### config.mk
export PLATFORM = sky130hd
export DESIGN_NAME = bch_wrapper_encoder_mem
export DESIGN_NICKNAME = d
export VERILOG_FILES = /design/src/rtl/bch_wrapper_encoder_mem.sv
export SDC_FILE = /design/constraint.sdc
export NUM_CORES = 1
export LEC_CHECK = 0
export CORE_ASPECT_RATIO = 0.6
export CORE_MARGIN = 5
export CORE_UTILIZATION = 40
export DETAILED_ROUTE_END_ITERATION = 10
export MAX_ROUTING_LAYER = met4
export PLACE_DENSITY_LB_ADDON = 0.15
export SETUP_SLACK_MARGIN = 0.15
export SYNTH_ARGS = -nofsm -noshare
export SYNTH_HDL_FRONTEND = slang
export SYNTH_SLANG_ARGS = --single-unit
### constraint.sdc
create_clock -name I_clk -period 1.7 [get_ports I_clk]
set_input_delay 0.34 -clock I_clk [delete_from_list [all_inputs] [get_ports I_clk]]
set_output_delay 0.34 -clock I_clk [all_outputs]
set_load 0.1 [all_outputs]
### src/rtl/bch_wrapper_encoder_mem.sv
// Systematic BCH/CRC-style parity encoder: serially divides the message by the
// generator polynomial, then writes the parity to memory as W-bit words.
module bch_wrapper_encoder_mem #(
  parameter int unsigned                 C_I_DATABITS    = 4,
  parameter int unsigned                 C_ECC_BITS      = 3,
  parameter logic [C_ECC_BITS-1:0]       C_GEN_POLY      = 3'b011,
  parameter int unsigned                 C_MEM_ADDR_SIZE = 10,
  parameter int unsigned                 C_MEM_DATA_SIZE = 8,
  parameter int unsigned                 C_MEM_ST_ADDR   = 0
) (
  input  logic                       I_clk,
  input  logic                       I_rst_n,
  input  logic                       I_en,
  input  logic                       I_start,
  input  logic [C_I_DATABITS-1:0]    I_data,
  output logic [C_MEM_ADDR_SIZE-1:0] O_mem_addr,
  output logic [C_MEM_DATA_SIZE-1:0] O_mem_data,
  output logic                       O_mem_we,
  output logic                       O_busy,
  output logic                       O_done
);

  localparam int unsigned LP_MEM_WORDS = C_ECC_BITS / C_MEM_DATA_SIZE + 1;
  localparam int unsigned LP_PEXT_W    = LP_MEM_WORDS * C_MEM_DATA_SIZE;
  localparam int unsigned LP_CNT_MAX   = (C_I_DATABITS > LP_MEM_WORDS) ? C_I_DATABITS : LP_MEM_WORDS;
  localparam int unsigned LP_CNT_W     = $clog2(LP_CNT_MAX + 1);

  typedef enum logic [1:0] {IDLE, ENC, WRITE, DONE} state_t;

  state_t                     state_q, state_d;
  logic                       start_q, start_d;
  logic                       arm_q, arm_d;
  logic [C_I_DATABITS-1:0]    sr_q, sr_d;
  logic [C_ECC_BITS-1:0]      p_q, p_d;
  logic [LP_CNT_W-1:0]        cnt_q, cnt_d;
  logic [C_MEM_ADDR_SIZE-1:0] addr_q, addr_d;
  logic [C_MEM_DATA_SIZE-1:0] data_q, data_d;
  logic                       we_q, we_d;
  logic                       busy_q, busy_d;
  logic                       done_q, done_d;

  logic                       start_det;
  logic                       fb;
  logic [LP_PEXT_W-1:0]       p_ext;
  logic [C_MEM_DATA_SIZE-1:0] word;

  // arm_q blocks a start until I_start has been seen low, so a level held
  // high across reset release or re-enable never looks like a fresh edge.
  assign start_det = arm_q & ~start_q & I_start & I_en;
  assign fb        = sr_q[C_I_DATABITS-1] ^ p_q[C_ECC_BITS-1];
  assign p_ext     = LP_PEXT_W'(p_q);

  always_comb begin
    word = '0;
    for (int unsigned k = 0; k < LP_MEM_WORDS; k++) begin
      if (cnt_q == LP_CNT_W'(k)) word = p_ext[k*C_MEM_DATA_SIZE +: C_MEM_DATA_SIZE];
    end
  end

  always_comb begin
    state_d = state_q;
    start_d = I_start;
    arm_d   = arm_q | ~I_start;
    sr_d    = sr_q;
    p_d     = p_q;
    cnt_d   = cnt_q;
    addr_d  = '0;
    data_d  = '0;
    we_d    = 1'b0;
    busy_d  = busy_q;
    done_d  = 1'b0;
    unique case (state_q)
      IDLE: begin
        busy_d = 1'b0;
        if (start_det) begin
          sr_d    = I_data;
          p_d     = '0;
          cnt_d   = '0;
          busy_d  = 1'b1;
          state_d = ENC;
        end
      end
      ENC: begin
        sr_d  = sr_q << 1;
        p_d   = (p_q << 1) ^ (fb ? C_GEN_POLY : '0);
        cnt_d = cnt_q + 1'b1;
        if (cnt_q == LP_CNT_W'(C_I_DATABITS - 1)) begin
          cnt_d   = '0;
          state_d = WRITE;
        end
      end
      WRITE: begin
        if (cnt_q < LP_CNT_W'(LP_MEM_WORDS)) begin
          we_d   = 1'b1;
          addr_d = C_MEM_ADDR_SIZE'(C_MEM_ST_ADDR) + C_MEM_ADDR_SIZE'(cnt_q);
          data_d = word;
          cnt_d  = cnt_q + 1'b1;
        end else begin
          cnt_d   = '0;
          done_d  = 1'b1;
          state_d = DONE;
        end
      end
      DONE: begin
        busy_d  = 1'b0;
        state_d = IDLE;
      end
      default: state_d = IDLE;
    endcase
    if (!I_en) begin
      state_d = IDLE;
      start_d = 1'b0;
      arm_d   = ~I_start;
      cnt_d   = '0;
      addr_d  = '0;
      data_d  = '0;
      we_d    = 1'b0;
      busy_d  = 1'b0;
      done_d  = 1'b0;
    end
  end

  always_ff @(posedge I_clk or negedge I_rst_n) begin
    if (!I_rst_n) begin
      state_q <= IDLE;
      start_q <= 1'b0;
      arm_q   <= 1'b0;
      sr_q    <= '0;
      p_q     <= '0;
      cnt_q   <= '0;
      addr_q  <= '0;
      data_q  <= '0;
      we_q    <= 1'b0;
      busy_q  <= 1'b0;
      done_q  <= 1'b0;
    end else begin
      state_q <= state_d;
      start_q <= start_d;
      arm_q   <= arm_d;
      sr_q    <= sr_d;
      p_q     <= p_d;
      cnt_q   <= cnt_d;
      addr_q  <= addr_d;
      data_q  <= data_d;
      we_q    <= we_d;
      busy_q  <= busy_d;
      done_q  <= done_d;
    end
  end

  assign O_mem_addr = addr_q;
  assign O_mem_data = data_q;
  assign O_mem_we   = we_q;
  assign O_busy     = busy_q;
  assign O_done     = done_q;

endmodule

# After elaboration in Yosys (flattened, before gate mapping)
# Cells that the tools add are included.
# totals
inputBits,8
ff_bits,35
# op_classes
eq_ne,10
order_cmp,1
add_sub_neg,1
reduce_logical,6
muxes,32
bitwise,8
# ops
cell,count
$mux W3,9
$mux W1,10
$mux W10,1
$mux W2,5
$ne A3 B3 Y1 const B,3
$pmux W3 S3,1
$mux W8,1
$pmux W2 S4,1
$pmux W4 S2,1
$pmux W3 S2,1
$eq A2 B2 Y1 const B,2
$mux W4,1
$ne A4 B1 Y1 const B,1
$reduce_and A2 Y1,2
$add A3 B1 Y3 const B,1
$and A1 B1 Y1,3
$eq A3 B2 Y1 const B,1
$logic_not A3 Y1,1
$lt A3 B1 Y1 const B,1
$ne A3 B1 Y1 const B,1
$reduce_and A3 Y1,1
$xor A3 B2 Y3,1
$eq A2 B1 Y1 const B,1
$logic_not A2 Y1,1
6 further kinds,7

# Longest topological paths before layout
# depth
depth_word,7
mapped_depth,7

# Least setup slack after synthesis
# OpenSTA, ideal clock, no wires.
# synth_path
path_type,flip-flop to flip-flop
startpoint,register state_q[1]
endpoint,register state_q[1]
setup_time_ns,0.080
slack_ns,0.218
path_stages_with_launch,7
arrival_time_ns,1.401
t_required_ns,1.620
cell_sequence,dfrtp_1 inv_1 ha_1 buf_2 nor2b_1 a311o_2 o211ai_2
# synth_between
elab_chain_len,3
word_cells_on_any_way,10
# synth_lines
item,line,rtl
from (decl),30,"state_t state_q, state_d;"
from (signal assigned),137,state_q <= state_d;
$eq A2 B2 Y1 (tied with other cells),72,unique case (state_q)
$pmux W2 S4 or $ne A3 B3 Y1 (tied branches),-,
$mux W2 or $reduce_and A3 Y1 (tied branches),-,
# Several ways; a longest one is shown, not always the timed one.
# A chain may end at the register's enable or synchronous reset.

# Final worst setup path
# layout_path
startpoint,register state_q[0]
endpoint,register state_q[1]
# The elaborated chain is that of the path after synthesis.

==> results.toml <==
[critical_path]
max_stage_delay_ps = 470
worstReg2RegStart = "state_q[0]"
r2r-end = "state_q[1]"
rrSetupSlack_ps = 170
cp-start-kind = "register"
cp.depth = 5
path_max_fanout = 10
critPathSlowestCell = "dfrtp_2"
ff2ff_path_depth = 5
path_cells = "ha_4 -> nor2b_1 -> buf_4 -> a311o_2 -> o211ai_2"
arrival_ps = 1730
crit_required_ps = 1890
crit_family = "compound AO/OA/AOI/OAI gates"
critPathKind = "register to register"
crit_path_end_kind = "register"
critPathBufInv = 1

[logic_synthesis]
synth_cell_types = 41
ys_async_sr_fraction_pct = 100
ys_ff_latch = 23
synth_top_flop_cell = "dfrtp_1"
synth_edf_count = 0
syn-cell-area_um2 = 1360
synthCells = 126
avgSynthCellArea_um2 = 10.8
yosysWarnings = 0
seq_area_frac_synth_pct = 42.3

[grt]
grt_pass1_vias = 1018
grt_max_degree = 24
grt_overflow = 0
grt_first_pass_wirelength_mm = 4.88
antenna_found_initial = 0
track_usage_pct = 13.8

[pwr]
comb_power_share_pct = 54.1
p_per_area_nw_per_um2 = 1310
internal_power_mw = 1.40
power_mw = 2.40
max-vdd-ir-drop_mv = 0.641
p_sw_mw = 1.00
power.leakage_nw = 0.855
seq_power_share_pct = 32.0
clkPwrFrac_pct = 13.9
p_sw_share_pct = 41.7

[clock_tree]
cts_tree = "built"
clock_path_buffers = 2
cts-root-buf = "clkbuf_8"
ctsHoldBuffers = 0
cts_buffers = 3
h-tree-depth = 1
cts.sinks = 23
clkLatencyLatePin_ps = 260
path_clk_slew_ps = 80

[drt]
vias_per_cell = 5.03
vias = 1026
first_iter_violations = 40
avgRoutedWirePerCell_um = 13.9
postRouteAntennaNets = 0
finalWirelength_mm = 2.84
dr.pass1.iters = 4
drc = 0

[timing]
setup_viol = 0
hold_viol = 0
fin_crit_sh_pct = 90.2
fmax_ghz = 0.652
rsz0062_at_grt = "true"
fin_worst_skew_ps = 2.67
fin_tns_setup_ps = 0
slew_violations = 0
post-route-min-period_ps = 1530

[layout]
areaGrowthSynthToFinish_pct = 34.7
fill_cells = 264
post-route-util_pct = 56.2
nNetsFinal = 176
drive_above_1_share_pct = 30.2
diodes = 0

[status]
status = "finished, final reports clean"

[die]
die-width_um = 85.3
num_rows = 16
die_area_um2 = 4710
ioPinCount = 29
floorplan.initialDensity_pct = 41.7
die_h_um = 55.2
core_area_um2 = 3260

[hold_path]
hp-class = "input pin to async pin"

[run]
cap_violations = 0

[place]
gp_congestion = 0.812
dp_hpwl_mm = 2.00
port_buffers = 16
## layout make-up
class | instances | area [um^2] | share of cell area (%)
clock inverters | 1 | 5.00 | 0.273
flip-flops and latches | 23 | 577 | 31.4
inverters | 9 | 36.3 | 1.98
repair buffers | 34 | 398 | 21.7
well taps | 45 | 56.3 | 3.07
multi-input cells | 89 | 721 | 39.3
clock buffers | 3 | 41.3 | 2.25
## worst max path at each step
stage / start / end / slack, ps
after floorplan: state_q[1] / state_q[1] / 220
after global placement: I_en / cnt_q[0] / -30
after detailed placement: I_start / cnt_q[1] / -30
after CTS: state_q[0] / state_q[1] / 160
after global routing: state_q[1] / state_q[1] / 90
final: state_q[0] / state_q[1] / 170
## layer usage
metal	vias to the layer above	GRT usage, %	wire length, um
met4	0	5.53	28
met5	-	-	0
li1	499	-	-
met3	4	4.44	150
met1	494	16.5	1330
met2	29	22.0	1340
## synthesized netlist by cell type (all sizes together), types with 2 or more instances
master   instances  area [um^2]
nor4b            2         32.5
a32oi            3         26.3
buf             18          124
inv              9         33.8
and2             2         15.0
mux2             3         33.8
a21oi            4         20.0
dfrtp           23          576
o211ai           4         35.0
ha               8          100
nand4            4         25.0
and3             3         18.8
nand3           12         60.1
mux2i            5         50.1
nand2            3         11.3
o2111ai          2         17.5
a211o            2         17.5
## sequential cells by signal (all words and copies together), names as in the netlist
| name | cells |
|---|---|
| sr_q | 4 |
| O_mem_addr | 3 |
| O_mem_data | 3 |
| cnt_q | 3 |
| p_q | 3 |
| state_q | 2 |
| O_busy | 1 |
| O_done | 1 |
| O_mem_we | 1 |
| arm_q | 1 |
| start_q | 1 |
## power groups by stage
stage,Combinational (mW),Clock (mW),Sequential [mW]
after floorplan,0.775,0,0.827
after global placement,1.13,0,0.763
after detailed placement,1.14,0,0.768
after CTS,1.18,0.351,0.752
after global routing,1.42,0.366,0.785
final,1.30,0.334,0.769
## through the flow
step / hold WS (ps) / instance area [um^2] / setup slack, ps / cells
after floorplan: 44.4 / 1410 / 218 / 140
after global placement: 513 / 1680 / -32.5 / 192
after detailed placement: 522 / 1680 / -25.9 / 192
after CTS: 425 / 1760 / 155 / 200
after global routing: 458 / 1830 / 93.6 / 204
final: 419 / 1830 / 166 / 204
## cells by family (layout without fill, tap and decap cells)
family	after synthesis	after routing	share of synthesized area, %
muxes	8	8	6.16
AOI/OAI and AO/OA	22	22	13.3
other	1	15	0.275
DFF	23	23	42.3
adders and majority gates	8	8	7.35
and+or+nand+nor	34	34	16.4
xor gates and xnor gates	2	2	2.39
buffers and inverters	28	47	11.9
## timing repair
item,in CTS,in global routing
resized for setup,2,10
pin swaps,0,3
setup endpoints to repair,11,13
hold endpoints to repair,0,0
setup buffers,4,4
## placed cells by master, fill, tap and decap left out, types with 2 or more instances in the layout
| cell type | n |
|---|---|
| dfrtp_1 | 22 |
| ha_4 | 2 |
| buf_12 | 10 |
| mux2i_1 | 5 |
| conb_1 | 15 |
| clkdlybuf4s50_1 | 7 |
| clkbuf_8 | 3 |
| buf_4 | 17 |
| a211o_1 | 2 |
| nand2_1 | 3 |
| ha_1 | 5 |
| a21oi_1 | 3 |
| inv_1 | 8 |
| a32oi_1 | 3 |
| mux2_2 | 3 |
| and3_1 | 3 |
| nand3_1 | 12 |
| nand4_1 | 4 |
| o211ai_1 | 3 |
(Power assumes the default switching activity.)
